[config.mk]
export PLATFORM = sky130hd
export DESIGN_NAME = perf_monitor
export DESIGN_NICKNAME = d
export VERILOG_FILES = /design/src/rtl/perf_monitor.sv
export SDC_FILE = /design/constraint.sdc
export NUM_CORES = 1
export LEC_CHECK = 0
export CAP_MARGIN = 20
export CORE_ASPECT_RATIO = 1.5
export CORE_MARGIN = 3
export CORE_UTILIZATION = 50
export DETAILED_ROUTE_END_ITERATION = 12
export GPL_TIMING_DRIVEN = 0
export HOLD_SLACK_MARGIN = 0.15
export PLACE_DENSITY = 0.77
export SETUP_SLACK_MARGIN = 0.15
export SLEW_MARGIN = 20
export SYNTH_ARGS = -nofsm -noshare
export SYNTH_HDL_FRONTEND = slang
export SYNTH_SLANG_ARGS = --single-unit
[constraint.sdc]
create_clock -name clk -period 7.18 [get_ports clk]
set_input_delay 1.795 -clock clk [delete_from_list [all_inputs] [get_ports clk]]
set_output_delay 1.795 -clock clk [all_outputs]
set_load 0.02 [all_outputs]
[src/rtl/perf_monitor.sv]
// Cycle-exact performance/completion monitor sitting behind the fetch stage.
// Optional timeout completion is enabled by defining PERF_MON_TIMEOUT_EN.
module perf_monitor #(
  parameter int                CNT_W         = 32,
  parameter int                ADDR_W        = 32,
  parameter logic [ADDR_W-1:0] ADDR_LIMIT    = ADDR_W'('h200),
  parameter int                STABLE_THRESH = 6
`ifdef PERF_MON_TIMEOUT_EN
  , parameter int              TIMEOUT_CYCLES = 500
`endif
) (
  input  logic              clk,
  input  logic              rst,
  input  logic              clear,
  input  logic              fetch_valid,
  input  logic [ADDR_W-1:0] fetch_pc,
  input  logic              ifq_empty,
  input  logic              ifq_rd_en,
  input  logic              commit_valid,
  output logic [CNT_W-1:0]  cycle_count,
  output logic [CNT_W-1:0]  instr_count,
  output logic [CNT_W-1:0]  starve_count,
  output logic              running,
  output logic              done,
  output logic [1:0]        done_reason
);

  typedef enum logic [1:0] {
    S_IDLE = 2'd0,
    S_RUN  = 2'd1,
    S_DONE = 2'd2
  } state_e;

  typedef enum logic [1:0] {
    R_NONE    = 2'b00,
    R_PC      = 2'b01,
    R_IDLE    = 2'b10,
    R_TIMEOUT = 2'b11
  } reason_e;

  // Quiescence counters are 8 bits wide since the threshold is limited to 1..255.
  localparam logic [7:0] THRESH = 8'(STABLE_THRESH);

  state_e            state_q, state_d;
  reason_e           reason_q, reason_d;
  logic [CNT_W-1:0]  cycle_q, cycle_d;
  logic [CNT_W-1:0]  instr_q, instr_d;
  logic [CNT_W-1:0]  starve_q, starve_d;
  logic [ADDR_W-1:0] prev_pc_q, prev_pc_d;
  logic              prev_vld_q, prev_vld_d;
  logic [7:0]        stable_q, stable_d;
  logic [7:0]        empty_q, empty_d;
  logic              pc_hit, idle_hit, tmo_hit;

  function automatic logic [CNT_W-1:0] sat_inc(input logic [CNT_W-1:0] v, input logic en);
    return (en && (v != '1)) ? v + CNT_W'(1) : v;
  endfunction

  function automatic logic [7:0] thr_inc(input logic [7:0] v);
    return (v < THRESH) ? v + 8'd1 : THRESH;
  endfunction

  always_comb begin
    // NOTE: every comb output gets a default first, so no path can infer a latch.
    state_d    = state_q;
    reason_d   = reason_q;
    cycle_d    = cycle_q;
    instr_d    = instr_q;
    starve_d   = starve_q;
    prev_pc_d  = prev_pc_q;
    prev_vld_d = prev_vld_q;
    stable_d   = stable_q;
    pc_hit     = 1'b0;
    idle_hit   = 1'b0;
    tmo_hit    = 1'b0;

    // PC/IFQ tracking runs in every state; stable_cnt holds while fetch is not valid.
    empty_d = ifq_empty ? thr_inc(empty_q) : 8'd0;
    if (fetch_valid) begin
      prev_pc_d  = fetch_pc;
      prev_vld_d = 1'b1;
      stable_d   = (prev_vld_q && (fetch_pc == prev_pc_q)) ? thr_inc(stable_q) : 8'd0;
    end

    case (state_q)
      S_IDLE: begin
        if (fetch_valid) state_d = S_RUN;
      end
      S_RUN: begin
        cycle_d  = sat_inc(cycle_q, 1'b1);
        instr_d  = sat_inc(instr_q, commit_valid);
        starve_d = sat_inc(starve_q, ifq_empty & ~ifq_rd_en);

        pc_hit   = fetch_valid && (fetch_pc >= ADDR_LIMIT);
        idle_hit = (stable_d == THRESH) && (empty_d == THRESH) && (instr_d != '0);
`ifdef PERF_MON_TIMEOUT_EN
        tmo_hit  = (64'(cycle_d) == 64'(TIMEOUT_CYCLES));
`endif
        if (pc_hit) begin
          state_d  = S_DONE;
          reason_d = R_PC;
        end else if (idle_hit) begin
          state_d  = S_DONE;
          reason_d = R_IDLE;
        end else if (tmo_hit) begin
          state_d  = S_DONE;
          reason_d = R_TIMEOUT;
        end
      end
      S_DONE: ;
      default: state_d = S_IDLE;
    endcase
  end

  always_ff @(posedge clk) begin
    // NOTE: state registers use non-blocking assignments so every flop samples pre-edge values.
    if (!rst || clear) begin
      state_q    <= S_IDLE;
      reason_q   <= R_NONE;
      cycle_q    <= '0;
      instr_q    <= '0;
      starve_q   <= '0;
      prev_pc_q  <= '0;
      prev_vld_q <= 1'b0;
      stable_q   <= '0;
      empty_q    <= '0;
    end else begin
      state_q    <= state_d;
      reason_q   <= reason_d;
      cycle_q    <= cycle_d;
      instr_q    <= instr_d;
      starve_q   <= starve_d;
      prev_pc_q  <= prev_pc_d;
      prev_vld_q <= prev_vld_d;
      stable_q   <= stable_d;
      empty_q    <= empty_d;
    end
  end

  assign cycle_count  = cycle_q;
  assign instr_count  = instr_q;
  assign starve_count = starve_q;
  assign running      = (state_q == S_RUN);
  assign done         = (state_q == S_DONE);
  assign done_reason  = reason_q;

endmodule
==> out/metrics.csv <==
stage;metric;value;unit
layout;Antenna Cells;0;
drt;wire length per cell;15.5;um
sta;Slew @ Worst Pin;0.852;ns
drt;drt first-iter violations;403;
sta;Clock Skews;0.0112;ns
clock_tree;Clock Sinks;149;
power;switch share;22.5;%
drt;Final ANT Viol Nets;0;
worst_setup_path;CP endpoint kind;flip-flop;
drt;DRT Pass-1 Iters;5;
worst_setup_path;CP max FO;10;
clock_tree;Post-CTS Setup Inserts;0;
placement;count of input and output buffers;137;
floorplanning;# rows;54;
sta;Final setup viols;0;
layout;P&R area growth vs syn;29.6;%
worst_setup_path;Critical Path Stages;10;
status;status;finished, final reports clean;
layout;design area;9780;um^2
worst_setup_path;Crit path max-delay family;simple AND/OR/NAND/NOR gates;
worst_setup_path;CP arrival;4.71;ns
clock_tree;register clock-pin slew on the reported worst setup and hold paths;0.06;ns
synthesis;most frequent cell after synthesis;dfxtp_1;
worst_setup_path;Worst Setup Start Kind;input pin;
floorplanning;initial core utilization;51.4;%
power;combinational share of power;5.2;%
placement;dpl ws;2.37;ns
worst_setup_path;Crit Path Class;input pin to flip-flop;
power;clock group share of total power;49.2;%
layout;Layout fillers;1281;
global_route;largest net degree at the start of global routing;17;
sta;max-slew violations;0;
job;Max Cap Viol;0;
sta;Final WS setup;2.75;ns
worst_setup_path;Crit path largest cell delay;0.50;ns
layout;area occupied by multi-input gates;4300;um^2
synthesis;Synth warnings;0;
worst_setup_path;critical path startpoint;commit_valid;
layout;layout cells sized above 1;5.61;%
sta;fin crit share;61.8;%
sta;Final Critical Period;4.43;ns
synthesis;number of distinct library cells after synthesis;62;
drt;drc violations;0;
power;Leakage;3.51;nW
floorplanning;Die Ht;156;um
clock_tree;cts-stage hold buffer count;0;
sta;Worst slew margin;42.9;%
worst_setup_path;Worst path slowest cell;clkdlybuf4s50_1;
worst_setup_path;crit path buf inv count;2;
placement;gp weighted congestion;0.942;
worst_setup_path;Critical Path, Cell by Cell;clkdlybuf4s50_1 -> clkbuf_1 -> nand2_1 -> nor2_1 -> nand3_1 -> o32a_1 -> nor4_1 -> nand4_1 -> o2111ai_1 -> o311ai_1;
global_route;first-pass GRT wire length;32100;um
clock_tree;Clock Tree Buf Depth;2;
sta;RSZ-0062 raised after global routing;false;
clock_tree;TritonCTS clock tree;built;
worst_setup_path;R2R depth;9;
worst_setup_path;Req. time, crit path;7.46;ns
clock_tree;Root Driver;clkbuf_16;
power;PwrDens;189;nW/um^2
drt;Vias;7038;
sta;Peak Freq;226;MHz
synthesis;number of flops mapped to enable cells by yosys;0;
placement;Post-DP Area;9170;um^2
clock_tree;CTS resizes;0;
min_path;Hold Crit Depth;1;
placement;hpwl dp;14600;um
sta;total negative slack;0;ns
synthesis;Synth top area share;39.6;%
worst_setup_path;R2R Setup Slk;3.87;ns
worst_setup_path;worst reg2reg endpoint;state_q[1];
clock_tree;CTS buffer count;17;
floorplanning;I/O Pins;139;
global_route;total gr overflow;0;
clock_tree;later-pin clock latency in the skew report;0.42;ns
clock_tree;H-tree depth;4;
worst_setup_path;crit path to;state_q[1];
worst_setup_path;R2R Path Start;instr_count[0];
synthesis;post-synthesis register bit count;149;
power;switching power;0.416;mW
floorplanning;die width;106;um
power;Int Power;1.43;mW
layout;Register Area;2980;um^2
global_route;vias in the first global route;6597;
min_path;Hold/Removal Path Class;flip-flop to flip-flop;
power;sequential power share;45.6;%
synthesis;register area share after synthesis;39.6;%
sta;final hold vios;0;
power;maximum vdd drop;0.000166;V
synthesis;dominant cells by area after synthesis;dfxtp_1, xor2_1, nor2_1, mux2i_1, xnor2_1;
synthesis;predominant post-synthesis flop cell;dfxtp_1;
drt;final wirelength;19600;um
floorplanning;die area;16600;um^2
global_route;initial antenna violation count;0;
drt;DR vias/cell;5.56;
synthesis;async set-or-reset flop fraction in the synthesized netlist;0;%
synthesis;Synth Instances;897;
floorplanning;core area;14700;um^2
layout;Total Nets Final;1101;
synthesis;Avg Synthesized Cell Area;8.41;um^2
global_route;GRT Total Usage;23.7;%
synthesis;Cell Area, Synth;7540;um^2
synthesis;Yosys top cell by area;dfxtp_1;
synthesis;top post-synthesis cells by count;dfxtp_1, nor2_1, xor2_1, nand2_1, xnor2_1;
## metrics by stage
| step | instances | util [%] | total power, mW | hold WS [ns] |
|---|---|---|---|---|
| 2_1_floorplan | 901 | - | 0.909 | 0.422 |
| 3_3_place_gp | 1234 | 62.6 | 0.953 | 0.443 |
| 3_5_place_dp | 1234 | 62.6 | 0.954 | 0.445 |
| 4_1_cts | 1266 | 66.7 | 1.86 | 0.464 |
| 5_1_grt | 1266 | 66.7 | 1.91 | 0.486 |
| 6_report | 1266 | 66.7 | 1.84 | 0.458 |
## cell type report
class	instances	area share, %
Clock buffer	18	4.39
Sequential cell	149	30.5
Inverter	18	0.691
Clock inverter	14	1.78
Buffer	49	2.10
Multi-Input combinational cell	685	44.0
Tap cell	196	2.51
Timing Repair Buffer	137	14.0
## power by group through the flow
stage / logic [mW] / registers, mW / clock network (mW)
final: 0.0951 / 0.841 / 0.908
after global routing: 0.104 / 0.842 / 0.960
after CTS: 0.0958 / 0.841 / 0.925
after detailed placement: 0.0948 / 0.860 / 0
after global placement: 0.0940 / 0.859 / 0
after floorplan: 0.0497 / 0.859 / 0
## worst register-to-register path, cell delays in order, from the launching register on
cell and delay, ns:
dfxtp_1 0.52, ha_1 0.34, nand4_1 0.23, nor2_1 0.37, and4_1 0.37, a2111oi_0 0.11
nor4_1 0.50, nand4_1 0.34, o2111ai_1 0.27, o311ai_1 0.12
## how the worst min path moves through the flow
stage,from,endpoint,slack [ns]
floorplan,empty_q[0],empty_q[0],0.42
global placement,stable_q[3],stable_q[3],0.44
detailed placement,stable_q[3],stable_q[3],0.44
CTS,stable_q[3],stable_q[3],0.46
global route,stable_q[6],stable_q[6],0.49
finish,stable_q[4],stable_q[4],0.46
## flip-flops by register name, indices dropped and copies added, names as in the netlist
| register | count |
|---|---|
| prev_pc_q | 32 |
| state_q | 2 |
| empty_q | 8 |
| instr_count | 32 |
| stable_q | 8 |
| starve_count | 32 |
| prev_vld_q | 1 |
| done_reason | 2 |
| cycle_count | 32 |
## kinds of logic after synthesis
logic type	share of synthesized area [%]
compound gates	8.50
flops	39.6
fa+ha+maj	0.830
mux	4.91
other cells	0.0497
simple gates	29.0
buf+inv	3.62
xor+xnor	13.6
## placed cells by master, fill, tap and decap left out, types with 4 or more instances in the layout
| cell | synthesis | layout |
|---|---|---|
| a211o_1 | 4 | 4 |
| a211oi_1 | 4 | 4 |
| a21oi_1 | 25 | 25 |
| a31oi_1 | 5 | 5 |
| and2_1 | 9 | 9 |
| and3_1 | 13 | 13 |
| and4_1 | 15 | 15 |
| buf_2 | 16 | 16 |
| clkbuf_1 | 31 | 32 |
| clkbuf_16 | 0 | 17 |
| clkdlybuf4s50_1 | 0 | 137 |
| conb_1 | 1 | 5 |
| dfxtp_1 | 149 | 149 |
| ha_1 | 5 | 5 |
| inv_1 | 18 | 18 |
| mux2i_1 | 37 | 37 |
| nand2_1 | 68 | 68 |
| nand2b_1 | 5 | 5 |
| nand3_1 | 33 | 33 |
| nand4_1 | 36 | 36 |
| nor2_1 | 147 | 147 |
| nor2b_1 | 4 | 4 |
| nor3_1 | 28 | 28 |
| nor4_1 | 29 | 29 |
| o211a_1 | 4 | 4 |
| o211ai_1 | 4 | 4 |
| o21a_1 | 4 | 4 |
| o21ai_0 | 19 | 19 |
| or3_1 | 17 | 17 |
| or4_1 | 5 | 5 |
| xnor2_1 | 40 | 40 |
| xor2_1 | 77 | 77 |
## routing by layer
metal / wire [um] / vias to the layer above / GRT usage, %
met3: 1000 / 34 / 5.12
met1: 8090 / 3313 / 27.6
met5: 0 / - / 0
met2: 10000 / 211 / 41.6
met4: 481 / 0 / 10.2
li1: - / 3480 / -
(Power assumes the default switching activity.)
